==> src/rtl/tlb_op_ctrl.sv <==
// tlb_op_ctrl: sequencer for TLBSRCH/TLBRD/TLBWR/TLBFILL/INVTLB between WB-stage CSRs and the TLB array.
module tlb_op_ctrl #(
    parameter int TLBNUM     = 16,
    parameter int TLBNUMSIZE = $clog2(TLBNUM),
    parameter int PTW        = 26
) (
    input  logic                  clk,
    input  logic                  reset,
    input  logic                  req_valid,
    output logic                  req_ready,
    input  logic [2:0]            req_op,
    input  logic [4:0]            req_inv_op,
    input  logic [9:0]            req_inv_asid,
    input  logic [18:0]           req_inv_va,
    input  logic [TLBNUMSIZE-1:0] csr_idx,
    input  logic [5:0]            csr_ps,
    input  logic                  csr_ne,
    input  logic [18:0]           csr_vppn,
    input  logic [9:0]            csr_asid,
    input  logic [PTW-1:0]        csr_elo0,
    input  logic [PTW-1:0]        csr_elo1,
    input  logic                  csr_g0,
    input  logic                  csr_g1,
    input  logic                  in_tlbr,
    output logic                  s_sel,
    output logic [18:0]           s_vppn,
    output logic [9:0]            s_asid,
    output logic                  s_odd,
    input  logic [TLBNUMSIZE-1:0] s_index,
    input  logic                  s_ne,
    output logic [TLBNUMSIZE-1:0] r_index,
    input  logic [5:0]            r_ps,
    input  logic [9:0]            r_asid,
    input  logic                  r_ne,
    input  logic                  r_g,
    input  logic [18:0]           r_vppn,
    input  logic [PTW-1:0]        r_phytran0,
    input  logic [PTW-1:0]        r_phytran1,
    output logic                  we,
    output logic [TLBNUMSIZE-1:0] w_index,
    output logic [5:0]            w_ps,
    output logic                  w_ne,
    output logic [9:0]            w_asid,
    output logic [18:0]           w_vppn,
    output logic                  w_g,
    output logic [PTW-1:0]        w_phytran0,
    output logic [PTW-1:0]        w_phytran1,
    output logic                  fe,
    output logic [2:0]            f_op,
    output logic [9:0]            f_asid,
    output logic [18:0]           f_va,
    output logic                  resp_valid,
    input  logic                  resp_ready,
    output logic                  resp_exc,
    output logic                  idx_we,
    output logic [TLBNUMSIZE-1:0] idx_out,
    output logic                  ne_we,
    output logic                  ne_out,
    output logic                  ent_we,
    output logic [5:0]            ps_out,
    output logic [18:0]           vppn_out,
    output logic [9:0]            asid_out,
    output logic [PTW-1:0]        elo0_out,
    output logic [PTW-1:0]        elo1_out,
    output logic                  g_out
);
    typedef enum logic [1:0] {IDLE, ISSUE, RESP} state_e;
    localparam logic [2:0] OP_SRCH = 3'd0, OP_RD = 3'd1, OP_WR = 3'd2, OP_FILL = 3'd3, OP_INV = 3'd4;

    state_e state_q, state_d;
    logic [2:0]            op_q, inv_op_q;
    logic [9:0]            inv_asid_q, casid_q, oasid_q;
    logic [18:0]           inv_va_q, cvppn_q, ovppn_q;
    logic [TLBNUMSIZE-1:0] cidx_q, fill_q, cnt_q, oidx_q;
    logic [5:0]            cps_q, ops_q;
    logic [PTW-1:0]        celo0_q, celo1_q, oelo0_q, oelo1_q;
    logic                  cne_q, cg0_q, cg1_q, tlbr_q, exc_q, one_q, og_q;
    logic                  issue, do_wr, hs;

    always_ff @(posedge clk) begin
        if (reset) begin
            state_q <= IDLE;
            {op_q, inv_op_q, inv_asid_q, inv_va_q, cidx_q, cps_q, cne_q, cvppn_q, casid_q} <= '0;
            {celo0_q, celo1_q, cg0_q, cg1_q, tlbr_q, fill_q, cnt_q, exc_q} <= '0;
            {oidx_q, one_q, ops_q, ovppn_q, oasid_q, oelo0_q, oelo1_q, og_q} <= '0;
        end else begin
            state_q <= state_d;
            // wraps at TLBNUM-1 so non-power-of-two table sizes stay in range
            cnt_q   <= (cnt_q == TLBNUMSIZE'(TLBNUM - 1)) ? '0 : cnt_q + TLBNUMSIZE'(1);
            if (state_q == IDLE && req_valid) begin
                op_q       <= req_op;
                inv_op_q   <= req_inv_op[2:0];
                inv_asid_q <= req_inv_asid;
                inv_va_q   <= req_inv_va;
                cidx_q     <= csr_idx;
                cps_q      <= csr_ps;
                cne_q      <= csr_ne;
                cvppn_q    <= csr_vppn;
                casid_q    <= csr_asid;
                celo0_q    <= csr_elo0;
                celo1_q    <= csr_elo1;
                cg0_q      <= csr_g0;
                cg1_q      <= csr_g1;
                tlbr_q     <= in_tlbr;
                fill_q     <= cnt_q;
                exc_q      <= (req_op > OP_INV) || (req_op == OP_INV && req_inv_op > 5'd6);
            end
            if (state_q == ISSUE && op_q == OP_SRCH) begin
                oidx_q <= s_index;
                one_q  <= s_ne;
            end
            if (state_q == ISSUE && op_q == OP_RD) begin
                one_q   <= r_ne;
                ops_q   <= r_ps;
                ovppn_q <= r_vppn;
                oasid_q <= r_asid;
                oelo0_q <= r_phytran0;
                oelo1_q <= r_phytran1;
                og_q    <= r_g;
            end
        end
    end

    always_comb begin
        issue      = state_q == ISSUE;
        do_wr      = issue && (op_q == OP_WR || op_q == OP_FILL);
        hs         = state_q == RESP && resp_ready && !exc_q && !reset;
        state_d    = state_q == IDLE  ? (req_valid ? ISSUE : IDLE) :
                     state_q == ISSUE ? RESP :
                     state_q == RESP  ? (resp_ready ? IDLE : RESP) : IDLE;
        req_ready  = state_q == IDLE;
        s_sel      = issue && op_q == OP_SRCH;
        s_vppn     = s_sel ? cvppn_q : '0;
        s_asid     = s_sel ? casid_q : '0;
        s_odd      = 1'b0;
        r_index    = (issue && op_q == OP_RD) ? cidx_q : '0;
        we         = do_wr;
        w_index    = !do_wr ? '0 : (op_q == OP_FILL ? fill_q : cidx_q);
        w_ps       = do_wr ? cps_q : '0;
        w_ne       = do_wr && !tlbr_q && cne_q;
        w_asid     = do_wr ? casid_q : '0;
        w_vppn     = do_wr ? cvppn_q : '0;
        w_g        = do_wr && cg0_q && cg1_q;
        w_phytran0 = do_wr ? celo0_q : '0;
        w_phytran1 = do_wr ? celo1_q : '0;
        fe         = issue && op_q == OP_INV && !exc_q;
        f_op       = fe ? inv_op_q : '0;
        f_asid     = fe ? inv_asid_q : '0;
        f_va       = fe ? inv_va_q : '0;
        resp_valid = state_q == RESP;
        resp_exc   = resp_valid && exc_q;
        idx_we     = hs && op_q == OP_SRCH && !one_q;
        ne_we      = hs && (op_q == OP_SRCH || op_q == OP_RD);
        ent_we     = hs && op_q == OP_RD;
        idx_out    = oidx_q;
        ne_out     = one_q;
        ps_out     = ops_q;
        vppn_out   = ovppn_q;
        asid_out   = oasid_q;
        elo0_out   = oelo0_q;
        elo1_out   = oelo1_q;
        g_out      = og_q;
    end
endmodule

==> config.mk <==
export PLATFORM = sky130hd
export DESIGN_NAME = tlb_op_ctrl
export DESIGN_NICKNAME = d
export VERILOG_FILES = /design/src/rtl/tlb_op_ctrl.sv
export SDC_FILE = /design/constraint.sdc
export NUM_CORES = 1
export LEC_CHECK = 0
export ABC_AREA = 0
export CAP_MARGIN = 10
export CORE_AREA = 2 2 188 190
export CTS_CLUSTER_DIAMETER = 40
export DETAILED_ROUTE_END_ITERATION = 6
export DIE_AREA = 0 0 190 192
export DONT_BUFFER_PORTS = 1
export GPL_ROUTABILITY_DRIVEN = 0
export PLACE_DENSITY = 0.46
export SETUP_SLACK_MARGIN = 0.1
export SYNTH_ARGS = -nofsm -noshare
export SYNTH_HDL_FRONTEND = slang
export SYNTH_SLANG_ARGS = --single-unit
==> constraint.sdc <==
create_clock -name clk -period 4.04 [get_ports clk]
set_clock_uncertainty 0.1 [all_clocks]
set_input_delay 1.01 -clock clk [delete_from_list [all_inputs] [get_ports clk]]
set_output_delay 1.01 -clock clk [all_outputs]
set_load 0.02 [all_outputs]
==> metrics.txt <==
# TYPE chip_impl_metric gauge
chip_impl_metric{name="synth-async-reset-ratio",unit=""} 0
chip_impl_info{name="cp-start-kind",value="flip-flop"} 1
chip_impl_metric{name="maxCapViolations",unit=""} 0
chip_impl_metric{name="hold-worst-slack",unit="ps"} 347
chip_impl_info{name="grt_setup_unrepaired",value="false"} 1
chip_impl_metric{name="synth_xor_area_frac",unit=""} 0.000871
chip_impl_metric{name="achievable-frequency",unit="GHz"} 0.277
chip_impl_metric{name="n_antenna_cell",unit=""} 0
chip_impl_info{name="cts_tree",value="done"} 1
chip_impl_metric{name="synth_enable_flop_cells",unit=""} 0
chip_impl_info{name="path_cells",value="nor4b_4, nor2b_4, buf_4, and2_1"} 1
chip_impl_metric{name="dp.cells",unit=""} 1587
chip_impl_metric{name="clock_sink_count",unit=""} 234
chip_impl_metric{name="sequential_to_total_area_share_from_yosys_stat",unit=""} 0.466
chip_impl_info{name="crit_type",value="reg2out"} 1
chip_impl_metric{name="setup-tns-final",unit="ps"} 0
chip_impl_metric{name="setup-violations-final",unit=""} 0
chip_impl_info{name="synthTopCellsByArea",value="sky130_fd_sc_hd__dfxtp_1 47%, sky130_fd_sc_hd__nand2_1 10%, sky130_fd_sc_hd__and2_1 9.4%"} 1
chip_impl_metric{name="cts.htree.levels",unit=""} 2
chip_impl_metric{name="mappedNetlistArea",unit="sq mm"} 0.0101
chip_impl_info{name="top_family_by_delay_on_critical_path",value="simple AND/OR/NAND/NOR gates"} 1
chip_impl_info{name="critPathCapture",value="s_vppn[0]"} 1
chip_impl_info{name="combinational_family_with_the_most_area_after_synthesis",value="simple AND/OR/NAND/NOR gates"} 1
chip_impl_metric{name="synth.yosys.warnings",unit=""} 0
chip_impl_metric{name="remaining_drc_errors",unit=""} 0
chip_impl_info{name="clk_root_buffer_cell",value="sky130_fd_sc_hd__clkbuf_16"} 1
chip_impl_metric{name="top_level_ports",unit=""} 491
chip_impl_metric{name="area_growth",unit="%"} 15.6
chip_impl_metric{name="final_cell_area",unit="sq mm"} 0.0116
chip_impl_metric{name="post_synthesis_share_of_cell_area_spent_on_full_adders_half_adders_and_majority_gates",unit=""} 0.00124
chip_impl_info{name="crit_slowest_cell",value="sky130_fd_sc_hd__nor4b_4"} 1
chip_impl_metric{name="dieWidth",unit="um"} 190
chip_impl_metric{name="syn_area_per_cell",unit="sq um"} 8.15
chip_impl_metric{name="final_period_minus_worst_setup_slack",unit="ps"} 3610
chip_impl_metric{name="grt_pass1_wl",unit="um"} 47900
chip_impl_metric{name="synth_top_area_share",unit=""} 0.466
chip_impl_info{name="synth_flop_cell",value="sky130_fd_sc_hd__dfxtp_1"} 1
chip_impl_info{name="worst_setup_path_startpoint",value="op_q[2]"} 1
chip_impl_metric{name="start_util",unit=""} 0.293
chip_impl_metric{name="crit_buf_inv",unit=""} 1
chip_impl_metric{name="finalCoreUtilization",unit=""} 0.339
chip_impl_metric{name="maximum_number_of_buffers_from_clock_root_to_sink",unit=""} 3
chip_impl_metric{name="finalHoldViolCount",unit=""} 0
chip_impl_metric{name="power_dens_cells",unit="mW/mm^2"} 539
chip_impl_metric{name="first_global_vias",unit=""} 7790
chip_impl_metric{name="max-slew-margin-rel",unit=""} 0.329
chip_impl_metric{name="die_area",unit="sq mm"} 0.0365
chip_impl_metric{name="grtUsageTotal",unit=""} 0.171
chip_impl_metric{name="synth_seq_cells",unit=""} 234
chip_impl_metric{name="final_net_count",unit=""} 1407
chip_impl_metric{name="static-leakage-power",unit="nW"} 4.14
chip_impl_metric{name="cts.hold.buffers_added",unit=""} 0
chip_impl_metric{name="grt_max_degree",unit=""} 328
chip_impl_metric{name="first_pass_iters",unit=""} 5
chip_impl_metric{name="timing.critical_path.depth",unit=""} 4
chip_impl_info{name="mostFrequentLayoutCells",value="269 x sky130_fd_sc_hd__nand2_1, 233 x sky130_fd_sc_hd__dfxtp_1, 150 x sky130_fd_sc_hd__and2_1"} 1
chip_impl_metric{name="library_cells_used_by_synthesis",unit=""} 33
chip_impl_metric{name="avgViaCountPerCell",unit=""} 4.93
chip_impl_metric{name="synthMuxAreaShare",unit=""} 0.00498
chip_impl_metric{name="chipHeight",unit="um"} 192
chip_impl_metric{name="cp.required",unit="ps"} 2930
chip_impl_metric{name="drive_above_1_share",unit=""} 0.0739
chip_impl_metric{name="final_min_period_over_clock_period",unit=""} 0.893
chip_impl_metric{name="detailedRoute.firstIterationViolations",unit=""} 395
chip_impl_metric{name="number_of_setup_buffers_added_after_cts",unit=""} 0
chip_impl_metric{name="timing_worst_slew_pin_value",unit="ps"} 1000
chip_impl_metric{name="worst_ep_arrival_time",unit="ps"} 2500
chip_impl_metric{name="biggest_fanout_along_the_worst_timing_path",unit=""} 27
chip_impl_metric{name="count_of_nets_left_with_antenna_violations_after_detail_routing",unit=""} 0
chip_impl_metric{name="timing_max_transition_violations_final",unit=""} 0
chip_impl_metric{name="clock_latency",unit="ps"} 530
chip_impl_metric{name="final-instance-count-excl-fill",unit=""} 1660
chip_impl_metric{name="clock_transition_time_at_the_flip_flop_clock_pins_of_the_worst_setup_and_hold_paths",unit="ps"} 50
chip_impl_metric{name="synth_area_in_compound_gates",unit=""} 0.117
chip_impl_metric{name="rrSetupSlack",unit="ps"} 1570
chip_impl_metric{name="via_count",unit=""} 8189
chip_impl_info{name="worstReg2RegStart",value="op_q[0]"} 1
chip_impl_info{name="run_status",value="finished, final reports clean"} 1
chip_impl_metric{name="dp_hpwl",unit="um"} 22600
chip_impl_metric{name="gr-total-overflow",unit=""} 0
chip_impl_info{name="crit-reg2reg-capture",value="elo1_out[10]"} 1
chip_impl_metric{name="post_synthesis_cell_count",unit=""} 1235
chip_impl_metric{name="drt_wl_total",unit="um"} 33900
chip_impl_info{name="layout_commonest_cell",value="sky130_fd_sc_hd__nand2_1"} 1
chip_impl_metric{name="net_count_synth",unit=""} 1466
chip_impl_info{name="cp-end-kind",value="primary output"} 1
chip_impl_metric{name="worst-r2r-cell-count",unit=""} 4
chip_impl_metric{name="synth_simple_gate_area_share",unit=""} 0.356
chip_impl_metric{name="cts_inserted_buffers",unit=""} 42
chip_impl_metric{name="grt_antenna_before_repair",unit=""} 5
chip_impl_metric{name="post_drt_wl_per_cell",unit="um"} 20.4
chip_impl_info{name="min_path_type",value="reg2reg"} 1
chip_impl_metric{name="core_region_area",unit="sq mm"} 0.0343
chip_impl_metric{name="port_buffers",unit=""} 0
chip_impl_metric{name="cts_repair_resize_count",unit=""} 0
chip_impl_metric{name="cpPeakStageDelay",unit="ps"} 450
chip_impl_metric{name="placedInstanceArea",unit="sq mm"} 0.0103
chip_impl_metric{name="max-vdd-ir-drop",unit="mV"} 0.283
chip_impl_metric{name="placementRows",unit=""} 68
chip_impl_info{name="synth_top_cell_by_area",value="sky130_fd_sc_hd__dfxtp_1"} 1
==> cells by family (layout without fill, tap and decap cells) <==
kind of cell    Yosys count  in the layout
other cells               1              1
xor+xnor                  1              1
buf+inv                 118             88
fa+ha+maj                 1              1
mux                       5              5
flops                   234            234
simple gates            642            642
compound gates          233            233
==> layout make-up <==
type	instances	area, sq um
fillers	3647	22700
repair buffers	13	135
flip-flops and latches	234	4690
well taps	455	569
inverters	2	10.0
clock inverters	17	176
clock buffers	56	1190
multi-input cells	883	4850
==> worst min path at each step <==
stage                  startpoint            end  slack (ps)  cells after the start
floorplan                   cne_q          cne_q         330                      2
global placement    inv_asid_q[6]  inv_asid_q[6]         340                      2
detailed placement  inv_asid_q[2]  inv_asid_q[2]         340                      2
CTS                 inv_asid_q[2]  inv_asid_q[2]         350                      2
global route          inv_va_q[8]    inv_va_q[8]         360                      2
finish                   cps_q[4]       cps_q[4]         350                      2
==> flip-flops by register name (all words and copies together) (netlist names), 2 cells and up <==
signal	count
fill_q	4
elo1_out	26
cps_q	6
celo0_q	26
ps_out	6
cidx_q	4
asid_out	10
inv_op_q	3
cnt_q	4
elo0_out	26
celo1_q	26
inv_va_q	19
inv_asid_q	10
cvppn_q	19
state_q	2
vppn_out	19
op_q	3
idx_out	4
casid_q	10
==> worst reg2reg max path: stages, from the launching register on <==
cell and delay [ps]:
sky130_fd_sc_hd__dfxtp_4 420, sky130_fd_sc_hd__buf_4 530, sky130_fd_sc_hd__and2_2 860, sky130_fd_sc_hd__buf_12 300, sky130_fd_sc_hd__o21ai_0 130
==> power breakdown <==
part | leakage, nW | total [mW] | switching (mW) | internal (mW)
registers | 1.91 | 2.51 | 0.0890 | 2.42
clock network | 0.666 | 3.42 | 1.17 | 2.25
logic | 1.56 | 0.347 | 0.226 | 0.122
total | 4.14 | 6.27 | 1.49 | 4.79
==> per-stage QoR <==
stage	setup slack [ps]	power, mW
CTS	356	6.37
global placement	971	2.90
global route	287	6.53
floorplan	716	2.83
finish	434	6.27
detailed placement	929	2.91
==> cells in the mapped netlist (5+ instances only) <==
cell type,instances
sky130_fd_sc_hd__and2_1,151
sky130_fd_sc_hd__and3_1,7
sky130_fd_sc_hd__mux2i_1,5
sky130_fd_sc_hd__dfxtp_1,234
sky130_fd_sc_hd__nor2_1,12
sky130_fd_sc_hd__clkbuf_2,12
sky130_fd_sc_hd__nand2_1,269
sky130_fd_sc_hd__nand2b_1,99
sky130_fd_sc_hd__o21ai_0,69
sky130_fd_sc_hd__a21oi_1,138
sky130_fd_sc_hd__nor3b_1,5
sky130_fd_sc_hd__buf_2,28
sky130_fd_sc_hd__clkbuf_1,67
sky130_fd_sc_hd__nand4b_1,89
sky130_fd_sc_hd__o21ai_1,20
sky130_fd_sc_hd__a211oi_1,5
==> metal layers <==
layer  vias up  wire length, um  share of wire  track usage
met1      3801            13000           0.38        0.189
met2       368            16700           0.49        0.302
li1       3960                -              -            -
met3        54             3460           0.10       0.0656
met5         -               44         0.0013            0
met4         6              670          0.020       0.0546
No activity file was read; power rests on OpenSTA's default activity.
